**config.mk**
```make
export PLATFORM = sky130hd
export DESIGN_NAME = scroll_patterngen
export DESIGN_NICKNAME = d
export VERILOG_FILES = /design/src/rtl/scroll_patterngen.sv
export SDC_FILE = /design/constraint.sdc
export NUM_CORES = 1
export LEC_CHECK = 0
export BUFFER_PORTS_ARGS = -buffer_cell sky130_fd_sc_hd__buf_4
export CAP_MARGIN = 20
export CORE_ASPECT_RATIO = 0.5
export CORE_MARGIN = 2
export CORE_UTILIZATION = 44
export CTS_CLUSTER_DIAMETER = 30
export DETAILED_ROUTE_END_ITERATION = 7
export HOLD_SLACK_MARGIN = 0.05
export PLACE_DENSITY = 0.76
export SLEW_MARGIN = 25
export SYNTH_ARGS = -nofsm -noshare
export SYNTH_HDL_FRONTEND = slang
export SYNTH_SLANG_ARGS = --single-unit
```
**constraint.sdc**
```tcl
create_clock -name pixclk -period 2.2 [get_ports pixclk]
set_input_delay 0.11 -clock pixclk [delete_from_list [all_inputs] [get_ports pixclk]]
set_output_delay 0.11 -clock pixclk [all_outputs]
set_load 0.02 [all_outputs]
```
**src/rtl/scroll_patterngen.sv**
```systemverilog
// -----------------------------------------------------------------------------
// scroll_patterngen
// Frame-fill pattern generator for the LED panel framebuffer. On each accepted
// frame_tick it walks every pixel address, fetches the pixel from an external
// combinational image ROM (with optional horizontal/vertical scroll offset) and
// writes it through a ready/valid port, then flips the display buffer select.
//
// Optional feature: define PATGEN_DIM_EN to add a dim[1:0] input, latched at
// frame start, that right-shifts each 8-bit colour channel of rgb.
//
// Ports:
//   pixclk        clock, rising edge
//   reset         asynchronous, active-high
//   i_frame_tick  one-cycle pulse requesting a frame fill
//   i_switch_img  one-cycle pulse advancing the pending image index
//   i_mode        00 static, 01 scroll left, 10 scroll up, 11 diagonal
//   i_wr_ready    framebuffer accepts the current write
//   i_rom_rgb     combinational ROM data for {o_rom_img, o_rom_addr}
//   i_dim         (PATGEN_DIM_EN only) per-channel right shift
//   o_rom_addr    ROM pixel address {row, col} with scroll offset applied
//   o_rom_img     image index latched for the current frame
//   o_addr        framebuffer address {row, col}
//   o_rgb         pixel data, same-cycle pass-through of i_rom_rgb
//   o_write       write valid
//   o_display     buffer select, toggles once per completed frame
//   o_busy        high while filling
//   o_overrun     one-cycle pulse when a frame_tick arrives while busy
// -----------------------------------------------------------------------------
module scroll_patterngen #(
    parameter int unsigned COL_BITS    = 5,
    parameter int unsigned ROW_BITS    = 4,
    parameter int unsigned IMG_BITS    = 3,
    parameter int unsigned CNT_BITS    = 7,
    parameter int unsigned SPEED_SHIFT = 2
) (
    input  logic                         pixclk,
    input  logic                         reset,
    input  logic                         i_frame_tick,
    input  logic                         i_switch_img,
    input  logic [1:0]                   i_mode,
    input  logic                         i_wr_ready,
    input  logic [23:0]                  i_rom_rgb,
`ifdef PATGEN_DIM_EN
    input  logic [1:0]                   i_dim,
`endif
    output logic [COL_BITS+ROW_BITS-1:0] o_rom_addr,
    output logic [IMG_BITS-1:0]          o_rom_img,
    output logic [COL_BITS+ROW_BITS-1:0] o_addr,
    output logic [23:0]                  o_rgb,
    output logic                         o_write,
    output logic                         o_display,
    output logic                         o_busy,
    output logic                         o_overrun
);

    localparam int unsigned ADDR_BITS = COL_BITS + ROW_BITS;

    typedef enum logic [1:0] {
        ST_IDLE,
        ST_FILL,
        ST_SWAP
    } state_t;

    state_t                r_state;
    logic [ADDR_BITS-1:0]  r_frameaddr;
    logic [CNT_BITS-1:0]   r_framecount;
    logic [IMG_BITS-1:0]   r_pend_img;
    logic [IMG_BITS-1:0]   r_rom_img;
    logic [1:0]            r_mode;
    logic [COL_BITS-1:0]   r_hoff;
    logic [ROW_BITS-1:0]   r_voff;
    logic                  r_display;
    logic                  r_write;
    logic                  r_busy;
    logic                  r_overrun;
`ifdef PATGEN_DIM_EN
    logic [1:0]            r_dim;
`endif

    logic [COL_BITS-1:0]   w_col;
    logic [ROW_BITS-1:0]   w_row;
    logic [COL_BITS-1:0]   w_rom_col;
    logic [ROW_BITS-1:0]   w_rom_row;
    logic                  w_accept;
    logic                  w_last;

    assign w_col    = r_frameaddr[COL_BITS-1:0];
    assign w_row    = r_frameaddr[ADDR_BITS-1:COL_BITS];
    assign w_accept = r_write & i_wr_ready;
    assign w_last   = (r_frameaddr == {ADDR_BITS{1'b1}});

    // Scroll offsets wrap modulo the panel size (plain subtraction).
    assign w_rom_col = r_mode[0] ? (w_col - r_hoff) : w_col;
    assign w_rom_row = r_mode[1] ? (w_row - r_voff) : w_row;

    // Frame-fill FSM; all control outputs registered.
    always_ff @(posedge pixclk or posedge reset) begin
        if (reset) begin
            r_state      <= ST_IDLE;
            r_frameaddr  <= '0;
            r_framecount <= '0;
            r_pend_img   <= '0;
            r_rom_img    <= '0;
            r_mode       <= 2'b00;
            r_hoff       <= '0;
            r_voff       <= '0;
            r_display    <= 1'b0;
            r_write      <= 1'b0;
            r_busy       <= 1'b0;
            r_overrun    <= 1'b0;
`ifdef PATGEN_DIM_EN
            r_dim        <= 2'b00;
`endif
        end else begin
            // Any tick outside IDLE (including the last-beat cycle) is an overrun.
            r_overrun <= i_frame_tick && (r_state != ST_IDLE);

            if (i_switch_img) begin
                r_pend_img <= r_pend_img + IMG_BITS'(1);
            end

            case (r_state)
                ST_IDLE: begin
                    if (i_frame_tick) begin
                        r_mode      <= i_mode;
                        r_rom_img   <= r_pend_img;
                        r_hoff      <= COL_BITS'(r_framecount >> SPEED_SHIFT);
                        r_voff      <= ROW_BITS'(r_framecount >> SPEED_SHIFT);
`ifdef PATGEN_DIM_EN
                        r_dim       <= i_dim;
`endif
                        r_frameaddr <= '0;
                        r_write     <= 1'b1;
                        r_busy      <= 1'b1;
                        r_state     <= ST_FILL;
                    end
                end
                ST_FILL: begin
                    // Without acceptance everything holds so valid never drops.
                    if (w_accept) begin
                        if (w_last) begin
                            r_write <= 1'b0;
                            r_state <= ST_SWAP;
                        end else begin
                            r_frameaddr <= r_frameaddr + ADDR_BITS'(1);
                        end
                    end
                end
                ST_SWAP: begin
                    r_display    <= ~r_display;
                    r_framecount <= r_framecount + CNT_BITS'(1);
                    r_busy       <= 1'b0;
                    r_state      <= ST_IDLE;
                end
                default: begin
                    r_write <= 1'b0;
                    r_busy  <= 1'b0;
                    r_state <= ST_IDLE;
                end
            endcase
        end
    end

    assign o_rom_addr = {w_rom_row, w_rom_col};
    assign o_rom_img  = r_rom_img;
    assign o_addr     = r_frameaddr;
    assign o_write    = r_write;
    assign o_display  = r_display;
    assign o_busy     = r_busy;
    assign o_overrun  = r_overrun;

`ifdef PATGEN_DIM_EN
    // Per-channel zero-filled right shift, still zero latency.
    assign o_rgb = {i_rom_rgb[23:16] >> r_dim,
                    i_rom_rgb[15:8]  >> r_dim,
                    i_rom_rgb[7:0]   >> r_dim};
`else
    assign o_rgb = i_rom_rgb;
`endif

endmodule

```
# == Yosys cells after proc, flatten, opt, wreduce, memory -nomap -nowiden ==
# Index checks and enable logic that the tools add are counted.
# word_totals
output_inout_bits,49
input_bits,31
register_bits,39
# classes
n_reduce_logical,9
n_mux,15
n_addsub,5
n_eq_ne,7
n_bitwise,4
# op_table
cell,count
$mux 9,3
$pmux 9 s2,1
$add 9x1->9 const B,1
$eq 9x9->1 const B,1
$ne 2x2->1 const B,4
$reduce_and 4->1,2
$add 7x1->7 const B,1
$mux 2,3
$mux 5,1
$sub 5x5->5,1
$mux 4,1
$pmux 2 s2,1
$reduce_and 2->1,2
$reduce_bool 2->1,2
$sub 4x4->4,1
$add 3x1->3 const B,1
$mux 1,3
$not 1->1,3
$pmux 1 s3,1
$reduce_and 3->1,1
$eq 2x1->1 const B,1
$eq 2x2->1 const B,1
$logic_not 2->1,1
$pmux 1 s2,1
2 further kinds,2

# == Logic depth before layout (Yosys ltp) ==
# Gate-level depths: netlist (run 1).
# logic_depth
depth_word,4
depth_mapped,9
ltp_nobuf,8

# == Least setup slack after synthesis (run 1) ==
# OpenSTA, ideal clock, no wires.
# synth_path
kind,register to register
start,register r_frameaddr[1] (netlist: o_addr[1])
end,register r_frameaddr[5] (netlist: o_addr[5])
t_required_ns,2.123
setup_time_ns,0.077
arrival_time_ns,2.100
path_stages_with_launch,9
path_slack_ns,0.022
path_cell_list,dfrtp_1 -> ha_1 -> nand3_1 -> nor2_1 -> ha_1 -> nand4b_4 -> a21o_1 -> or4_1 -> a21oi_1
# synth_via
elab_chain_len,4
elab_cells_between_ends,7
classes_between,add/sub (1); eq/ne (2); mux (3); reduce/logical (1)
# synth_rtl
item,line,text
"start, declared",65,logic [ADDR_BITS-1:0] r_frameaddr;
"start signal, assigned",145,r_frameaddr <= r_frameaddr + ADDR_BITS'(1);
$add 9x1->9,145,
$mux 9,141,if (w_last) begin
$mux 9,140,if (w_accept) begin
$pmux 9 s2,122,case (r_state)
# Several ways; a longest one is shown, not always the timed one. The select of a mux whose other input is x is not followed.
# A chain may end at the register's enable or synchronous reset.

# == Final worst setup path (run 1) ==
# layout_path
start,register r_frameaddr[1] (netlist: o_addr[1])
end,register r_frameaddr[7] (netlist: o_addr[7])
# Same word-level chain as after synthesis.

==> results of run 1 <==
## layer usage
layer	vias to the layer above	track usage, %
li1	732	-
met1	750	22.0
met2	61	29.1
met3	24	3.20
met4	0	9.91
met5	-	0
## placed cells by master, fill, tap and decap left out, types with 2 or more instances in the layout
cell and instances:
nand4_1 3, nor2_1 12, nand3_1 7, nor2b_1 2, buf_6 2, a211oi_1 3
inv_2 3, o21ai_0 7, o31ai_1 2, ha_2 2, mux2_2 11, ha_1 7
nand2b_1 2, a21oi_2 3, ha_4 2, o21a_1 3, a21o_1 2, inv_1 6
dfrtp_1 34, a21oi_1 8, xor2_1 5, dlygate4sd3_1 3, clkbuf_8 7, buf_12 2
nand2_1 16, buf_4 46, xnor2_1 12
## worst min path at each step
| stage | from | to | cells past startpoint |
|---|---|---|---|
| finish | i_mode[0] | r_mode[0] | 2 |
| global route | i_mode[0] | r_mode[0] | 2 |
| CTS | i_mode[1] | r_mode[1] | 2 |
| detailed placement | i_rom_rgb[13] | o_rgb[13] | 0 |
| global placement | i_rom_rgb[13] | o_rgb[13] | 0 |
| floorplan | i_switch_img | r_pend_img[0] | 1 |
## state kept, by name (all words and copies together) (netlist names)
| register | count |
|---|---|
| r_mode | 2 |
| r_pend_img | 3 |
| o_addr | 9 |
| o_write | 1 |
| r_hoff | 5 |
| r_state | 2 |
| o_busy | 1 |
| r_framecount | 7 |
| o_rom_img | 3 |
| o_display | 1 |
| o_overrun | 1 |
## stage by stage
step	total power (uW)	util, %
after floorplan	1460	-
after global placement	1760	50.5
after detailed placement	1800	50.5
after CTS	2410	54.4
after global routing	2620	56.8
final	2480	56.8
## area by class of cell
class,instances,area [um2]
Multi-Input combinational cell,129,1020
Inverter,9,33.8
Fill cell,361,1930
Tap cell,57,71.3
Clock buffer,8,100
Timing Repair Buffer,53,438
Sequential cell,35,877
## critical path, cell delays in order (launching register included)
cell and delay, ps:
dfrtp_1 400, buf_4 140, ha_2 170, nand3_1 80, nor2_1 60, ha_2 190, nand4b_4 170, a21o_4 250
or4_4 480, a21oi_2 140
## cell families (layout without fill, tap and decap cells)
family          Yosys count  count (layout)
compound gates           33              33
xor+xnor                 17              17
fa+ha+maj                13              13
buf+inv                  40              70
flops                    35              35
mux                      11              11
simple gates             55              55
## timing repair
action	in CTS	in global routing
gates resized for setup	6	17
pin swaps	1	7
endpoints found under the setup margin	2	5
hold buffers	2	1
hold endpoints to repair	36	1
buffers inserted	4	4
## power groups by stage
stage | logic (uW) | clock network [uW] | registers, uW
3_3_place_gp | 942 | 0 | 818
6_report | 1160 | 505 | 814
5_1_grt | 1250 | 544 | 825
2_1_floorplan | 535 | 0 | 930
3_5_place_dp | 974 | 0 | 825
4_1_cts | 1080 | 519 | 812
==> results_dict.tcl, run 1 <==
set metrics [dict create \
    status "finished, final reports clean" \
    reg2reg_depth 9 \
    crit_type "reg -> reg" \
    synth_mux_area_share_pct 5.94 \
    synthCells 204 \
    grt_first_pass_wirelength_mm 7.02 \
    worstReg2RegEnd "o_addr[7]" \
    fmaxAchievable_mhz 468 \
    grt_max_degree 36 \
    vdd.ir_drop.worst_mv 0.450 \
    yosysMostFrequentCell "dfrtp_1" \
    routed_wl_mm 4.56 \
    portBuffers 31 \
    cts_sinks 35 \
    tightest_slew_ps 440 \
    detail-route-antenna-nets 0 \
    whs_ps 63.3 \
    final-hold-violation-count 0 \
    finalCritPeriodShare_pct 97.2 \
    synth_seq_cells 35 \
    switching_share_pct 35.4 \
    clockPowerShare_pct 20.4 \
    yosys_warnings 0 \
    h-tree-depth 2 \
    slew_headroom_pct 70.7 \
    start_util_pct 46.7 \
    n_antenna_cell 0 \
    p_comb_share_pct 46.8 \
    avgSynthCellArea_um2 10.2 \
    p_per_area_mw_per_mm2 977 \
    sequentialPowerShare_pct 32.8 \
    grt_pass1_vias 1537 \
    root_buffer "clkbuf_8" \
    fin_cells 291 \
    hpwl_mm 2.98 \
    firstDrtPassIters 4 \
    highest_layer "met4" \
    seq_area_frac_synth_pct 42.0 \
    antenna_found_initial 0 \
    period_minus_slack_ps 2140 \
    core_area_mm2 0.00447 \
    synth_edf_count 0 \
    arrival_ps 2360 \
    ys_top_cells_by_count "dfrtp_1, buf_4, nand2_1, nor2_1, xnor2_1" \
    cts_tree "yes" \
    synth.net_count 248 \
    drv_slew 0 \
    vias 1567 \
    routed_wire_length_per_instance_um 15.7 \
    p_leak_uw 0.00118 \
    die_x_um 101 \
    max-cap-violations 0 \
    clkTransAtPathRegs_ps 70 \
    syn2layout_area_growth_pct 21.7 \
    clk_path_buf_depth 2 \
    design_area_mm2 0.00254 \
    intPower_uw 1600 \
    final_layout_size_suffix_gt1_share_pct 38.0 \
    drt-met1-wl_mm 1.93 \
    crit_path_start_kind "register" \
    fin_nets 277 \
    worst_slack_ps 62.4 \
    r2r_slack_ps 60 \
    met3WireLength_um 212 \
    die_h_um 52.7 \
    syn_area_mm2 0.00208 \
    num_io_pins 80 \
    synth_area_leaders "dfrtp_1, buf_4, ha_1, mux2_2, xnor2_1" \
    dp.cells 272 \
    synthSimpleGateAreaFrac_pct 14.0 \
    numCtsBuffers 5 \
    end_kind "register" \
    path_max_fanout 6 \
    rows 17 \
    setup_viol 0 \
    synth_fa_ha_area_share_pct 8.52 \
    dr_wl_met2_mm 2.27 \
    rsz0062_at_grt "true" \
    async_reset_ff_share_pct 100 \
    design.die.area_mm2 0.00534 \
    placed_area_mm2 0.00225 \
    synth_top_family_by_area "simple AND/OR/NAND/NOR gates" \
    required_ps 2420 \
    place_ws_ps 52.5 \
    crit_end "o_addr[7]" \
    r2r_start "o_addr[1]" \
    setup_tns_ps 0 \
    cp-startpoint "o_addr[1]" \
    track_usage_pct 17.6 \
    drtIter0Drc 174 \
    yosysTopAreaCell "dfrtp_1" \
    synth_compound_area_share_pct 9.54 \
    viasPerCell 5.38 \
    globalplace.congestion 0.840 \
    clk_latency_ps 280 \
    fin_skew_ps 6.00 \
    min_path_type "in -> reg" \
    gr-total-overflow 0 \
    p_sw_uw 877 \
    yosysUniqueCellTypes 35 \
    synth-main-ff-cell "dfrtp_1" \
    drc 0 \
    synth.top_cell.area_share_pct 42.0 \
    synthXorXnorAreaFrac_pct 7.14 \
]
Power figures use the tool's default switching activity.
==> run 2, diff against run 1 <==
--- a/config.mk
+++ b/config.mk
@@ -8,12 +8,12 @@
 export BUFFER_PORTS_ARGS = -buffer_cell sky130_fd_sc_hd__buf_4
 export CAP_MARGIN = 20
 export CORE_ASPECT_RATIO = 0.5
-export CORE_MARGIN = 2
 export CORE_UTILIZATION = 44
 export CTS_CLUSTER_DIAMETER = 30
 export DETAILED_ROUTE_END_ITERATION = 7
 export HOLD_SLACK_MARGIN = 0.05
 export PLACE_DENSITY = 0.76
+export SETUP_SLACK_MARGIN = 0.3
 export SLEW_MARGIN = 25
 export SYNTH_ARGS = -nofsm -noshare
 export SYNTH_HDL_FRONTEND = slang
==> run 2 against run 1 <==
Against the previous run:
- global-route usage rose by 2.0 points
- clock power rose by 18%
- largest cell class unchanged
- total power grew 9.2%
==> results_dict.tcl, run 2 (synthesis gave the netlist of run 1 again) <==
set metrics [dict create \
    status "finished, final reports clean" \
    slew_headroom_pct 70.0 \
    grt_first_pass_wirelength_mm 7.27 \
    antenna_found_initial 0 \
    crit_type "reg -> out" \
    cp_top_family "flip-flops" \
    hpwl_mm 3.02 \
    cpMaxStageDelayCell "dfrtp_2" \
    cts_tree "yes" \
    dp.cells 268 \
    crit_path_cell_trace "ha_4 > nor2b_1 > o21a_1 > or3_1 > a31o_2 > buf_6" \
    detail-route-antenna-nets 0 \
    syn2layout_area_growth_pct 28.2 \
    rows 17 \
    setup_tns_ps 0 \
    path_max_fanout 4 \
    gr-total-overflow 0 \
    vias 1599 \
    drtIter0Drc 92 \
    core_area_mm2 0.00447 \
    multi_input_comb_area_mm2 0.00111 \
    clkTransAtPathRegs_ps 70 \
    cts_sinks 35 \
    die_x_um 99.3 \
    fin_cells 295 \
    min_path_type "in -> reg" \
    grt_max_degree 36 \
    clk_latency_ps 300 \
    firstDrtPassIters 4 \
    h-tree-depth 2 \
    worst_slack_ps 87.8 \
    clk_path_buf_depth 2 \
    final-hold-violation-count 0 \
    fin_nets 281 \
    portBuffers 31 \
    crit_path_start_kind "register" \
    final_cell_mix "buf_4, dfrtp_1, nand2_1" \
    p_per_area_mw_per_mm2 1010 \
    n_antenna_cell 0 \
    largest_register_ffs 9 \
    cp_num_buf_inv 1 \
    whs_ps 70.6 \
    globalplace.congestion 0.824 \
    place_ws_ps 134 \
    tightest_slew_ps 451 \
    finalCritPeriodShare_pct 96.0 \
    design.die.area_mm2 0.00503 \
    numCtsBuffers 5 \
    seq_area_um2 882 \
    final_layout_size_suffix_gt1_share_pct 47.5 \
    num_io_pins 80 \
    vdd.ir_drop.worst_mv 0.467 \
    routed_wire_length_per_instance_um 17.5 \
    rsz0062_at_grt "true" \
    grt_pass1_vias 1507 \
    track_usage_pct 19.5 \
    setup_viol 0 \
    viasPerCell 5.42 \
    max-cap-violations 0 \
    required_ps 2090 \
    fillers 341 \
    layout_commonest_cell "buf_4" \
    p_leak_uw 0.00120 \
    drc 0 \
    drv_slew 0 \
    period_minus_slack_ps 2110 \
    arrival_ps 2000 \
    critPathMaxStageDelay_ps 460 \
    routed_wl_mm 5.17 \
    fin_skew_ps 2.65 \
    fmaxAchievable_mhz 473 \
    root_buffer "clkbuf_8" \
    end_kind "output port" \
    die_h_um 50.7 \
    start_util_pct 46.7 \
]
==> run 2: final cells by class <==
cell class / instances / share of cell area (%)
Clock buffer: 5 / 2.58
Sequential cell: 35 / 33.0
Inverter: 9 / 1.26
Timing Repair Buffer: 57 / 17.1
Clock inverter: 3 / 1.64
Multi-Input combinational cell: 129 / 41.7
Tap cell: 57 / 2.67
==> run 2: power breakdown <==
group,switching (uW),internal [uW],leakage [uW]
Clock,257,337,0.0000581
Combinational,656,622,0.000701
Sequential,91.6,742,0.000441
==> run 2: per-layer routing <==
layer  vias to the layer above  global-route usage (%)  share of wire [%]
met1                       786                    23.5                 42
met3                        22                    4.32                5.7
met2                        58                    31.8                 49
li1                        733                       -                  -
met5                         -                       0                  0
met4                         0                    13.5                3.0
==> run 2: per-stage QoR <==
step / area, um2 / util [%] / total power (uW)
floorplan: 2110 / - / 1500
global placement: 2240 / 50.2 / 1760
detailed placement: 2240 / 50.2 / 1790
CTS: 2530 / 56.6 / 2520
global route: 2670 / 59.8 / 2830
finish: 2670 / 59.8 / 2710
==> run 2: what timing repair did <==
action	4_1_cts	5_1_grt
buffers inserted	9	6
hold buffers	4	0
gates resized for setup	18	23
pin swaps	8	5
endpoints found under the hold margin	38	0
endpoints found under the setup margin	9	15
==> run 2: worst paths after layout <==
check                        startpoint       endpoint  slack, ps  cells past startpoint
max                           o_addr[1]  o_rom_addr[3]         90                      6
min                        i_frame_tick      o_overrun         70                      2
max reg2reg                   o_addr[1]      o_addr[5]         90                     10
min reg2reg                   o_display      o_display        470                      1
max in group asynchronous         reset      o_addr[6]       1390                      4
min in group asynchronous         reset   o_rom_img[2]        460                      4
